### config.mk
export PLATFORM = sky130hd
export DESIGN_NAME = fetch_ctrl_flat
export DESIGN_NICKNAME = d
export VERILOG_FILES = /design/src/rtl/fetch_ctrl_pkg.sv /design/src/rtl/fetch_ctrl_if.sv /design/src/rtl/fetch_ctrl_buf.sv /design/src/rtl/fetch_ctrl.sv /design/src/flat_wrapper.sv
export SDC_FILE = /design/constraint.sdc
export NUM_CORES = 1
export LEC_CHECK = 0
export CAP_MARGIN = 5
export CORE_MARGIN = 3
export CORE_UTILIZATION = 25
export CTS_CLUSTER_SIZE = 14
export DETAILED_ROUTE_END_ITERATION = 6
export PLACE_DENSITY = 0.57
export SLEW_MARGIN = 20
export SYNTH_ARGS = -nofsm -noshare
export SYNTH_HDL_FRONTEND = slang
export SYNTH_SLANG_ARGS = --single-unit
export TNS_END_PERCENT = 50
### constraint.sdc
create_clock -name clk -period 7.2 [get_ports clk]
set_clock_uncertainty 0.2 [all_clocks]
set_input_delay 1.44 -clock clk [delete_from_list [all_inputs] [get_ports clk]]
set_output_delay 1.44 -clock clk [all_outputs]
set_load 0.005 [all_outputs]
### src/rtl/fetch_ctrl_pkg.sv
// Shared widths, opcode fields, state encodings and queue entry type for fetch_ctrl.
// Macro-level defines live here too so every file that imports the package sees them.
`ifndef FETCH_CTRL_DEFINES
`define FETCH_CTRL_DEFINES
`define WIDTH      32
`define BR         6'h04
`define OPC_HI     31
`define OPC_LO     26
`define FETCH_IDLE 2'd0
`define FETCH_RUN  2'd1
`define FETCH_HALT 2'd2
`define FETCH_FLT  2'd3
`endif

package fetch_ctrl_pkg;
    localparam int         WIDTH  = `WIDTH;
    localparam int         OPC_HI = `OPC_HI;
    localparam int         OPC_LO = `OPC_LO;
    localparam logic [5:0] OP_BR  = `BR;

    typedef enum logic [1:0] {
        ST_IDLE  = `FETCH_IDLE,
        ST_RUN   = `FETCH_RUN,
        ST_HALT  = `FETCH_HALT,
        ST_FAULT = `FETCH_FLT
    } fetch_state_e;

    typedef struct packed {
        logic [WIDTH-1:0] inst;
        logic [31:0]      pc;
        logic             pred;
    } fetch_entry_t;
endpackage

### src/rtl/fetch_ctrl_if.sv
// Memory read port plus decode-side valid/ready handshake of the fetch sequencer.
interface fetch_ctrl_if;
    logic [31:0]                     pc_o;
    logic [fetch_ctrl_pkg::WIDTH-1:0] inst_i;
    logic [fetch_ctrl_pkg::WIDTH-1:0] inst_o;
    logic [31:0]                     inst_pc_o;
    logic                            inst_valid_o;
    logic                            inst_ready_i;
    logic                            pred_taken_o;

    modport master (output pc_o, input inst_i, output inst_o, output inst_pc_o,
                    output inst_valid_o, input inst_ready_i, output pred_taken_o);
    modport slave  (input pc_o, output inst_i, input inst_o, input inst_pc_o,
                    input inst_valid_o, output inst_ready_i, input pred_taken_o);
endinterface

### src/rtl/fetch_ctrl_buf.sv
// fetch_buf: 2-entry FIFO of {inst, pc, pred}; pure storage, all policy lives in fetch_ctrl.
module fetch_buf
    import fetch_ctrl_pkg::*;
#(
    parameter int DEPTH = 2
) (
    input  logic         clk,
    input  logic         rst_n,
    input  logic         push,
    input  logic         pop,
    input  logic         flush,
    input  fetch_entry_t wdata,
    output fetch_entry_t head,
    output logic [1:0]   count
);
    fetch_entry_t mem [DEPTH];
    logic         wptr, rptr;

    always_ff @(posedge clk or negedge rst_n) begin
        if (!rst_n) begin
            for (int i = 0; i < DEPTH; i++) mem[i] <= '0;
            wptr  <= 1'b0;
            rptr  <= 1'b0;
            count <= '0;
        end else if (flush) begin
            wptr  <= 1'b0;
            rptr  <= 1'b0;
            count <= '0;
        end else begin
            if (push) begin
                mem[wptr] <= wdata;
                wptr      <= ~wptr;
            end
            if (pop) rptr <= ~rptr;
            count <= count + 2'(push) - 2'(pop);
        end
    end

    assign head = mem[rptr];
endmodule

### src/rtl/fetch_ctrl.sv
// fetch_ctrl: PC sequencer and fetch state machine feeding decode through fetch_buf.
// Optional static backward-taken branch prediction under FETCH_PREDICT_EN.
module fetch_ctrl
    import fetch_ctrl_pkg::*;
#(
    parameter int          MEM_DEPTH = 16,
    parameter logic [31:0] BOOT_PC   = 32'd0,
    parameter int          BUF_DEPTH = 2
) (
    input  logic         clk,
    input  logic         rst_n,
    input  logic         start_i,
    input  logic         halt_i,
    input  logic         redirect_i,
    input  logic [31:0]  redirect_pc_i,
    fetch_ctrl_if.master bus,
    output logic         fault_o,
    output logic [1:0]   state_o
);
    fetch_state_e state_q;
    logic [31:0]  pc_q, next_pc;
    logic [1:0]   count;
    logic         in_range, pop, flush, fetch, pred_push;
    fetch_entry_t wdata, head;

    assign in_range = pc_q < 32'(MEM_DEPTH);
    assign pop      = (count != 2'd0) && bus.inst_ready_i;
    assign flush    = redirect_i && (state_q != ST_IDLE);
    assign fetch    = (state_q == ST_RUN) && !halt_i && in_range && !redirect_i &&
                      ((count < 2'(BUF_DEPTH)) || pop);

`ifdef FETCH_PREDICT_EN
    logic taken, pred_next_q;
    assign taken     = (bus.inst_i[OPC_HI:OPC_LO] == OP_BR) && bus.inst_i[15];
    assign next_pc   = taken ? pc_q + {{16{bus.inst_i[15]}}, bus.inst_i[15:0]} : pc_q + 32'd1;
    assign pred_push = pred_next_q;

    // The tag belongs to the word fetched after a predicted branch, not the branch itself.
    always_ff @(posedge clk or negedge rst_n) begin
        if (!rst_n)                           pred_next_q <= 1'b0;
        else if (flush || state_q == ST_IDLE) pred_next_q <= 1'b0;
        else if (fetch)                       pred_next_q <= taken;
    end
`else
    assign next_pc   = pc_q + 32'd1;
    assign pred_push = 1'b0;
`endif

    assign wdata = {bus.inst_i, pc_q, pred_push};

    fetch_buf #(.DEPTH(BUF_DEPTH)) u_buf (
        .clk   (clk),
        .rst_n (rst_n),
        .push  (fetch),
        .pop   (pop),
        .flush (flush),
        .wdata (wdata),
        .head  (head),
        .count (count)
    );

    always_ff @(posedge clk or negedge rst_n) begin
        if (!rst_n) begin
            state_q <= ST_IDLE;
            pc_q    <= BOOT_PC;
        end else if (state_q == ST_IDLE) begin
            if (start_i) begin
                state_q <= ST_RUN;
                pc_q    <= BOOT_PC;
            end
        end else if (redirect_i) begin
            // Redirect wins everywhere; target range is checked once back in RUN.
            pc_q    <= redirect_pc_i;
            state_q <= halt_i ? ST_HALT : ST_RUN;
        end else begin
            case (state_q)
                ST_RUN: begin
                    if (halt_i)         state_q <= ST_HALT;
                    else if (!in_range) state_q <= ST_FAULT;
                    else if (fetch)     pc_q    <= next_pc;
                end
                ST_HALT: if (!halt_i) state_q <= ST_RUN;
                default: ;
            endcase
        end
    end

    assign bus.pc_o         = pc_q;
    assign bus.inst_o       = head.inst;
    assign bus.inst_pc_o    = head.pc;
    assign bus.pred_taken_o = head.pred;
    assign bus.inst_valid_o = (count != 2'd0);
    assign fault_o          = (state_q == ST_FAULT);
    assign state_o          = state_q;
endmodule

### src/flat_wrapper.sv
// flat-port wrapper written by rule: the top's interface ports become plain ports
module fetch_ctrl_flat import fetch_ctrl_pkg::*;
#(
    parameter int          MEM_DEPTH = 16,
    parameter logic [31:0] BOOT_PC   = 32'd0,
    parameter int          BUF_DEPTH = 2
)
  (clk, rst_n, start_i, halt_i, redirect_i, redirect_pc_i, fault_o, state_o, bus_pc_o, bus_inst_i, bus_inst_o, bus_inst_pc_o, bus_inst_valid_o, bus_inst_ready_i, bus_pred_taken_o);
  fetch_ctrl_if bus_i ();
  input  logic clk;
  input  logic rst_n;
  input  logic start_i;
  input  logic halt_i;
  input  logic redirect_i;
  input  logic [31:0] redirect_pc_i;
  output logic fault_o;
  output logic [1:0] state_o;
  output wire logic [$bits(bus_i.pc_o)-1:0] bus_pc_o;
  input wire logic [$bits(bus_i.inst_i)-1:0] bus_inst_i;
  output wire logic [$bits(bus_i.inst_o)-1:0] bus_inst_o;
  output wire logic [$bits(bus_i.inst_pc_o)-1:0] bus_inst_pc_o;
  output wire logic [$bits(bus_i.inst_valid_o)-1:0] bus_inst_valid_o;
  input wire logic [$bits(bus_i.inst_ready_i)-1:0] bus_inst_ready_i;
  output wire logic [$bits(bus_i.pred_taken_o)-1:0] bus_pred_taken_o;
  assign bus_pc_o = bus_i.pc_o;
  assign bus_i.inst_i = bus_inst_i;
  assign bus_inst_o = bus_i.inst_o;
  assign bus_inst_pc_o = bus_i.inst_pc_o;
  assign bus_inst_valid_o = bus_i.inst_valid_o;
  assign bus_i.inst_ready_i = bus_inst_ready_i;
  assign bus_pred_taken_o = bus_i.pred_taken_o;
  fetch_ctrl #(.MEM_DEPTH(MEM_DEPTH), .BOOT_PC(BOOT_PC), .BUF_DEPTH(BUF_DEPTH)) u_core (.clk(clk), .rst_n(rst_n), .start_i(start_i), .halt_i(halt_i), .redirect_i(redirect_i), .redirect_pc_i(redirect_pc_i), .bus(bus_i), .fault_o(fault_o), .state_o(state_o));
endmodule
==> results of run 1 <==
[per-layer routing]
layer  track usage  wire length (um)
met5             0                 0
met2         0.180              7880
met4        0.0324               179
met1         0.162              8230
met3        0.0351               889
[cell usage after synthesis, types with 5 or more instances]
library cell and count:
a22o_1 28, buf_4 5, buf_6 5, clkbuf_1 14, dfrtp_1 166, mux2_1 6
mux2_2 132, nand2_1 6, nor2_1 9, nor2b_1 57, nor4_1 13
[final timing paths]
path / endpoint / slack [ps] / depth (start not counted) / startpoint
setup reg to reg: u_core.u_buf.mem[44]$_DFFE_PN0P_ / 4170 / 6 / u_core.bus.pc_o[7]$_DFFE_PN0P_
max in group asynchronous: u_core.u_buf.mem[109]$_DFFE_PN0P_ / 4470 / 2 / rst_n
setup / recovery: bus_inst_pc_o[2] / 2750 / 3 / u_core.u_buf.rptr$_DFFE_PN0P_
hold reg to reg: u_core.u_buf.mem[126]$_DFFE_PN0P_ / 280 / 1 / u_core.u_buf.mem[126]$_DFFE_PN0P_
min in group asynchronous: u_core.u_buf.mem[82]$_DFFE_PN0P_ / 880 / 1 / rst_n
hold / removal: u_core.u_buf.mem[126]$_DFFE_PN0P_ / 280 / 1 / u_core.u_buf.mem[126]$_DFFE_PN0P_
[layout make-up]
class	count	area share
well taps	372	0.0484
repair buffers	177	0.182
multi-input cells	297	0.276
clock buffers	17	0.0442
flip-flops and latches	166	0.432
clock inverters	15	0.0165
inverters	2	0.000781
[critical path, stage by stage, from the launching register on]
cell	delay (ps)
dfrtp_2	890
buf_4	580
mux2_2	400
clkdlybuf4s50_1	510
[state kept, by name (all words and copies together), names as in the netlist]
signal,flops
u_core.u_buf.rptr,1
u_core.state_o,2
u_core.u_buf.mem,128
u_core.u_buf.count,2
u_core.bus.pc_o,32
u_core.u_buf.wptr,1
[metrics by stage]
step / worst slack [ps] / util / cells / power, mW
after floorplan: 3520 / - / 494 / 1.23
after global placement: 2690 / 0.332 / 1014 / 1.47
after detailed placement: 2620 / 0.332 / 1014 / 1.47
after CTS: 2650 / 0.354 / 1046 / 2.41
after global routing: 2550 / 0.354 / 1046 / 2.48
final: 2750 / 0.354 / 1046 / 2.36
[cell families (layout without fill, tap and decap cells)]
kind of cell             after synthesis  after routing  share of synthesized area
XOR/XNOR                               3              3                    0.00377
flip-flops                           166            166                      0.596
AND/OR/NAND/NOR                      107            107                     0.0953
multiplexers                         139            139                      0.224
buffers and inverters                 31            211                     0.0255
adder cells (fa/ha/maj)                3              3                    0.00538
AO/OA/AOI/OAI                         44             44                     0.0497
other                                  1              1                   0.000538
[power groups by stage]
stage          clock (mW)  sequential (mW)  combinational, mW
3_3_place_gp            0             1.10              0.375
3_5_place_dp            0             1.10              0.372
6_report            0.917             1.08              0.366
2_1_floorplan           0             1.05              0.180
4_1_cts             0.953             1.08              0.375
5_1_grt             0.989             1.09              0.402
==> impl_metrics.toml, run 1 <==
[yosys]
avgSynthCellArea_um2 = 14.1
synth_top_area_cell = "dfrtp_1"
synthTopCellsByArea = "dfrtp_1 60%, mux2_2 21%, nor2b_1 5.1%, a22o_1 3.5%, nor4_1 1.2%"
synth_nets = 567
async_flop_share = 1.00
yosys.area.top_type_share = 0.596
ys.flop_type = "dfrtp_1"
syn_area_um2 = 6970
synth_edf_count = 0
ys.warnings.count = 0
synth_cell_type_count = 41
syn_inst = 494
seq_area_frac_synth = 0.596
ys_ff_latch = 166

[clocking]
cts.sink_count = 166
htreeDepth = 4
ctsLongestPathBuffers = 2
numCtsBuffers = 17
post-cts-setup-buffers = 0
cts-root-buf = "clkbuf_16"
cts_tree = "built"
clock_latency_ps = 420
cts_resized = 0
path_clk_slew_ps = 70
holdBufCountCts = 0

[route]
drc = 0
ant_nets = 0
dr.first_iter.drc_count = 221
num_vias = 4482
wl_per_cell_um = 16.4
wl_um = 17200
first_pass_iters = 4
viasPerCell = 4.28

[sta]
drv_slew = 0
tns_ps = 0
period_needed_ps = 4450
rsz0062_at_grt = "false"
finalCritPeriodShare = 0.618
tightest_slew_ps = 937
slew_headroom = 0.375
setup_violations = 0
max_freq_mhz = 225
hold_viol = 0
hold_slack_ps = 284

[power_and_ir_drop]
switching_share = 0.282
pwr-share-seq = 0.457
internal_power_mw = 1.70
combinationalPowerShare = 0.155
p_leak_nw = 4.45
peakVddDrop_uv = 125
switching_power_uw = 667
clockPowerShare = 0.388
pwr_density_cell_nw_per_um2 = 246

[layout]
regArea_um2 = 4160
area_growth_pct = 37.9
fillers = 2757
stdcell_area_um2 = 9620
final_common_cell = "clkdlybuf4s50_1"
final_cell_mix = "168 x clkdlybuf4s50_1, 165 x dfrtp_1, 132 x mux2_2, 57 x nor2b_1, 28 x a22o_1"
drive_gt1_frac = 0.270
finalNetCount = 734
antenna_cells = 0
multi_input_area_um2 = 2650

[floorplanning]
ioPinCount = 171
dieArea_um2 = 29900
core_um2 = 27200
fp.dieW_um = 173
rows = 60
start_util = 0.257
fp.dieH_um = 173

[run]
drv_cap = 0

[placement]
port_buffers = 169
postPlaceCellArea_um2 = 9030
dp_hpwl_um = 11200
gp_congestion = 0.763

[critical_path]
cp_max_fo = 34
end_kind = "output pin"
cp-start-kind = "flip-flop"
cp.required_ps = 5560
worstSetupPathType = "reg2out"
arrival_ps = 2810

[global_routing]
grt_max_degree = 94
grtUsageTotal = 0.117
antenna_found_initial = 0
grt-ovfl-total = 0
grt_pass1_vias = 4812
grt_pass1_wl_um = 28100

[outcome]
outcome = "finished, final reports clean"

[min_path]
hold_path_class = "reg2reg"
Power figures use the tool's default switching activity.
==> run 2: changes to the inputs <==
--- a/config.mk
+++ b/config.mk
@@ -10,7 +10,7 @@
 export CORE_UTILIZATION = 25
 export CTS_CLUSTER_SIZE = 14
 export DETAILED_ROUTE_END_ITERATION = 6
-export PLACE_DENSITY = 0.57
+export PLACE_DENSITY = 0.59
 export SLEW_MARGIN = 20
 export SYNTH_ARGS = -nofsm -noshare
 export SYNTH_HDL_FRONTEND = slang
==> constraint.sdc (replaced) <==
create_clock -name clk -period 3.7 [get_ports clk]
set_clock_uncertainty 0.2 [all_clocks]
set_input_delay 0.74 -clock clk [delete_from_list [all_inputs] [get_ports clk]]
set_output_delay 0.74 -clock clk [all_outputs]
set_load 0.005 [all_outputs]
==> impl_metrics.toml, run 2 (synthesis gave the netlist of run 1 again) <==
[global_routing]
grt_pass1_wl_um = 27800
grt_max_degree = 91
grtUsageTotal = 0.115
antenna_found_initial = 0
grt-ovfl-total = 0
grt_pass1_vias = 4878

[power_and_ir_drop]
p_leak_nw = 4.53
pwr_density_cell_nw_per_um2 = 500
peakVddDrop_uv = 305
total_power_mw = 4.89

[clocking]
ctsLongestPathBuffers = 2
post-cts-setup-buffers = 0
path_clk_slew_ps = 70
holdBufCountCts = 0
cts_tree = "built"
numCtsBuffers = 17
htreeDepth = 4
cts.sink_count = 166
clock_latency_ps = 410
cts_resized = 0
cts-root-buf = "clkbuf_16"

[route]
num_vias = 4517
wl_per_cell_um = 16.1
viasPerCell = 4.30
drc = 0
first_pass_iters = 4
wl_um = 16900
ant_nets = 0
wl_met3_um = 983
top_layer_used = "met4"
dr.first_iter.drc_count = 223
dr_wl_met2_um = 8070
m1WireLength_um = 7700

[placement]
dpl_worst_slack_ps = 290
port_buffers = 169
dp_hpwl_um = 10800
dp.cells = 1019
gp_congestion = 0.763
postPlaceCellArea_um2 = 9110

[floorplanning]
start_util = 0.257
fp.dieH_um = 173
ioPinCount = 171
dieArea_um2 = 29900
fp.dieW_um = 173
rows = 60
core_um2 = 27200

[critical_path]
cp-start-kind = "input pin"
arrival_ps = 3160
worstSetupPathType = "in2reg"
worstRegToRegCells = 9
cp.required_ps = 3780
end_kind = "flip-flop"
cp_max_fo = 4

[layout]
top_register = "u_core.u_buf.mem"
antenna_cells = 0
finalNetCount = 739
final_cell_mix = "168 x clkdlybuf4s50_1, 165 x dfrtp_1, 132 x mux2_2, 57 x nor2b_1, 28 x a22o_1"
stdcell_area_um2 = 9790
drive_gt1_frac = 0.274
post-route-util = 0.360
largest_reg_flops = 128
fin_cells = 1051
final_common_cell = "clkdlybuf4s50_1"
area_growth_pct = 40.4

[sta]
setup_violations = 0
tns_ps = 0
hold_viol = 0
tightest_slew_ps = 851
max_freq_mhz = 325
worst_slack_ps = 620
hold_slack_ps = 202
drv_slew = 0
period_needed_ps = 3080
finalCritPeriodShare = 0.832
slew_headroom = 0.432
rsz0062_at_grt = "false"

[run]
drv_cap = 0

[min_path]
hold_path_class = "in2async"

[outcome]
outcome = "finished, final reports clean"
## run 2: cell count changes in the layout (fill, tap and decap cells not counted)
cell / delta
clkbuf_1: +1
clkbuf_8: +1
inv_8: -3
buf_12: +3
clkinvlp_4: -1
buf_4: +2
bufinv_16: +5
inv_6: -2
clkinv_4: -1
## run 2: path summary, 6_finish.rpt
path / from / slack, ps / end
worst max-delay path: halt_i / 620 / u_core.u_buf.count[1]$_DFF_PN0_
worst min-delay path: rst_n / 200 / u_core.u_buf.mem[83]$_DFFE_PN0P_
worst max register to register: u_core.bus.pc_o[9]$_DFFE_PN0P_ / 940 / u_core.u_buf.count[1]$_DFF_PN0_
worst min register to register: u_core.u_buf.mem[100]$_DFFE_PN0P_ / 280 / u_core.u_buf.mem[100]$_DFFE_PN0P_
max in group asynchronous: rst_n / 2280 / u_core.u_buf.mem[124]$_DFFE_PN0P_
min in group clk: u_core.u_buf.mem[100]$_DFFE_PN0P_ / 280 / u_core.u_buf.mem[100]$_DFFE_PN0P_
## run 2: per-layer routing
layer | global-route usage | up-vias
met3 | 0.0382 | 7
met2 | 0.186 | 100
met4 | 0.0247 | 0
met1 | 0.152 | 2289
li1 | - | 2121
met5 | 0 | -
## run 2: power by group
| part | internal, mW | total, mW | switching (mW) | leakage [nW] |
|---|---|---|---|---|
| combinational | 0.444 | 0.770 | 0.326 | 1.94 |
| sequential | 1.91 | 2.06 | 0.142 | 2.26 |
| clock | 1.30 | 2.07 | 0.769 | 0.327 |
| total | 3.66 | 4.89 | 1.24 | 4.53 |
## run 2: worst max-delay path, cell delays in order
cell and delay (ps):
clkdlybuf4s50_1 480, nor4_1 390, nand4_1 140, or3b_2 490, ha_1 290, inv_1 60, ha_1 170, xor2_1 190
xnor2_1 140, nor2_1 60
## run 2: area by class of cell
cell class	count	area, um2
Clock inverter	13	241
Fill cell	2670	17400
Clock buffer	19	443
Timing Repair Buffer	182	1830
Tap cell	372	465
Multi-Input combinational cell	297	2650
Inverter	2	7.51
Sequential cell	166	4160
==> run 3: changes to the inputs <==
==> constraint.sdc (replaced) <==
create_clock -name clk -period 2.7 [get_ports clk]
set_clock_uncertainty 0.2 [all_clocks]
set_input_delay 0.54 -clock clk [delete_from_list [all_inputs] [get_ports clk]]
set_output_delay 0.54 -clock clk [all_outputs]
set_load 0.005 [all_outputs]
==> impl_metrics.toml, run 3 (synthesis gave the netlist of run 1 again) <==
[min_path]
hold_path_class = "reg2reg"
hold_path_startpoint = "u_core.u_buf.mem[116]$_DFFE_PN0P_"
hold_depth = 1
holdPathEnd = "u_core.u_buf.mem[116]$_DFFE_PN0P_"

[layout]
antenna_cells = 0
area_growth_pct = 45.4
largest_reg_flops = 128
finalNetCount = 770
final_common_cell = "dfrtp_1"
drive_gt1_frac = 0.308
top_register = "u_core.u_buf.mem"
fin_cells = 1082
final_cell_mix = "165 x dfrtp_1, 131 x mux2_2, 108 x clkdlybuf4s50_1, 57 x nor2b_1, 33 x buf_4"

[sta]
setup_violations = 0
rsz0062_at_grt = "true"
period_needed_ps = 2650
hold_viol = 0
max_freq_mhz = 378
worst_slack_ps = 53.0
drv_slew = 0
finalCritPeriodShare = 0.980
hold_slack_ps = 289

[placement]
dpl_worst_slack_ps = -332
port_buffers = 169
dp_hpwl_um = 11800
dp.cells = 1044
gp_congestion = 0.731

[critical_path]
end_kind = "output pin"
r2r-end = "u_core.u_buf.count[1]$_DFF_PN0_"
worstPathCellList = "buf_6, buf_12, buf_16, mux2_2, dlygate4sd2_1"
slowest_stage = "dfrtp_2"
cp-start-kind = "flip-flop"
cp_max_fo = 17
arrival_ps = 1910
r2r_start = "u_core.bus.pc_o[30]$_DFFE_PN0P_"
cp.required_ps = 1960
worstSetupPathType = "reg2out"
critical-path-max-stage-delay_ps = 490
reg2reg_slack_ps = 100
worstRegToRegCells = 9

[floorplanning]
fp.dieH_um = 173
ioPinCount = 171
core_um2 = 27200
rows = 60
fp.dieW_um = 173
start_util = 0.257
dieArea_um2 = 29900

[global_routing]
grtUsageTotal = 0.119
grt_max_degree = 55
grt_pass1_wl_um = 28500
met1_usage = 0.154
antenna_found_initial = 0
grt_pass1_vias = 4996
busiest_layer = "met2"
grt_use_met3 = 0.0400
grt_use_met2 = 0.191
grt-ovfl-total = 0

[clocking]
cts_tree = "built"
numCtsBuffers = 17
htreeDepth = 4
path_clk_slew_ps = 70
clock_latency_ps = 420
cts-root-buf = "clkbuf_16"
ctsLongestPathBuffers = 2
cts.sink_count = 166

[route]
viasPerCell = 4.33
wl_per_cell_um = 16.3
num_vias = 4684
first_pass_iters = 4
dr.first_iter.drc_count = 139
drc = 0
ant_nets = 0
wl_um = 17700

[outcome]
outcome = "finished, final reports clean"

[power_and_ir_drop]
pwr_density_cell_nw_per_um2 = 667
p_leak_nw = 5.42
peakVddDrop_uv = 431
total_power_mw = 6.76

[run]
drv_cap = 0
-- run 3: cell types whose count changed in the layout (fill, tap and decap cells not counted), sizes merged, moves of 2 or more --
cell	delta
buf	+29
bufinv	-2
clkdlybuf4s15	+2
clkdlybuf4s50	-60
dlygate4sd2	+27
dlymetal6s2s	+31
inv	+4
-- run 3: cell type report --
| class | count | area [um2] |
|---|---|---|
| clock buffer | 18 | 429 |
| clock inverter | 14 | 210 |
| fill | 2689 | 17000 |
| inverter | 2 | 7.51 |
| multi-input combinational | 297 | 2680 |
| sequential | 166 | 4160 |
| tap | 372 | 465 |
| timing repair buffer | 213 | 2200 |
-- run 3: critical path, delay by kind of cell, from the launching register on --
family                 cells  cell delay (ps)
buffers and inverters      4              660
flip-flops                 1              490
multiplexers               1              350
-- run 3: report_power, final --
group          internal (mW)  switching [mW]  total, mW
Clock                   1.59            1.11       2.69
Combinational          0.758           0.519       1.28
Sequential              2.62           0.170       2.79
-- run 3: worst max path at each step --
stage | slack (ps) | start | end
3_5_place_dp | -330 | halt_i | u_core.u_buf.count[1]$_DFF_PN0_
6_report | 50 | u_core.u_buf.rptr$_DFFE_PN0P_ | bus_inst_pc_o[13]
3_3_place_gp | -300 | halt_i | u_core.u_buf.count[1]$_DFF_PN0_
5_1_grt | -40 | u_core.u_buf.rptr$_DFFE_PN0P_ | bus_inst_pc_o[13]
4_1_cts | -10 | u_core.u_buf.rptr$_DFFE_PN0P_ | bus_inst_o[24]
2_1_floorplan | 40 | redirect_i | u_core.u_buf.count[1]$_DFF_PN0_
-- run 3: timing repair --
item / 4_1_cts / 5_1_grt
pin swaps: 0 / 0
hold buffers: 1 / 0
resized for setup: 30 / 37
endpoints found under the setup margin: 6 / 22
endpoints found under the hold margin: 38 / 0
cloned: 1 / 1
buffers inserted: 1 / 2
-- run 3: metal layers --
layer	up-vias	routed length [um]
met2	114	8370
met3	11	996
met1	2385	8140
met5	-	0
met4	0	173
li1	2174	-
-- run 3: per-stage QoR --
step	setup TNS, ps	utilization	cell area (um2)
floorplan	0	-	6990
global placement	-18940	0.344	9340
detailed placement	-25690	0.344	9340
CTS	-59.2	0.368	10000
global route	-363	0.373	10100
finish	0	0.373	10100
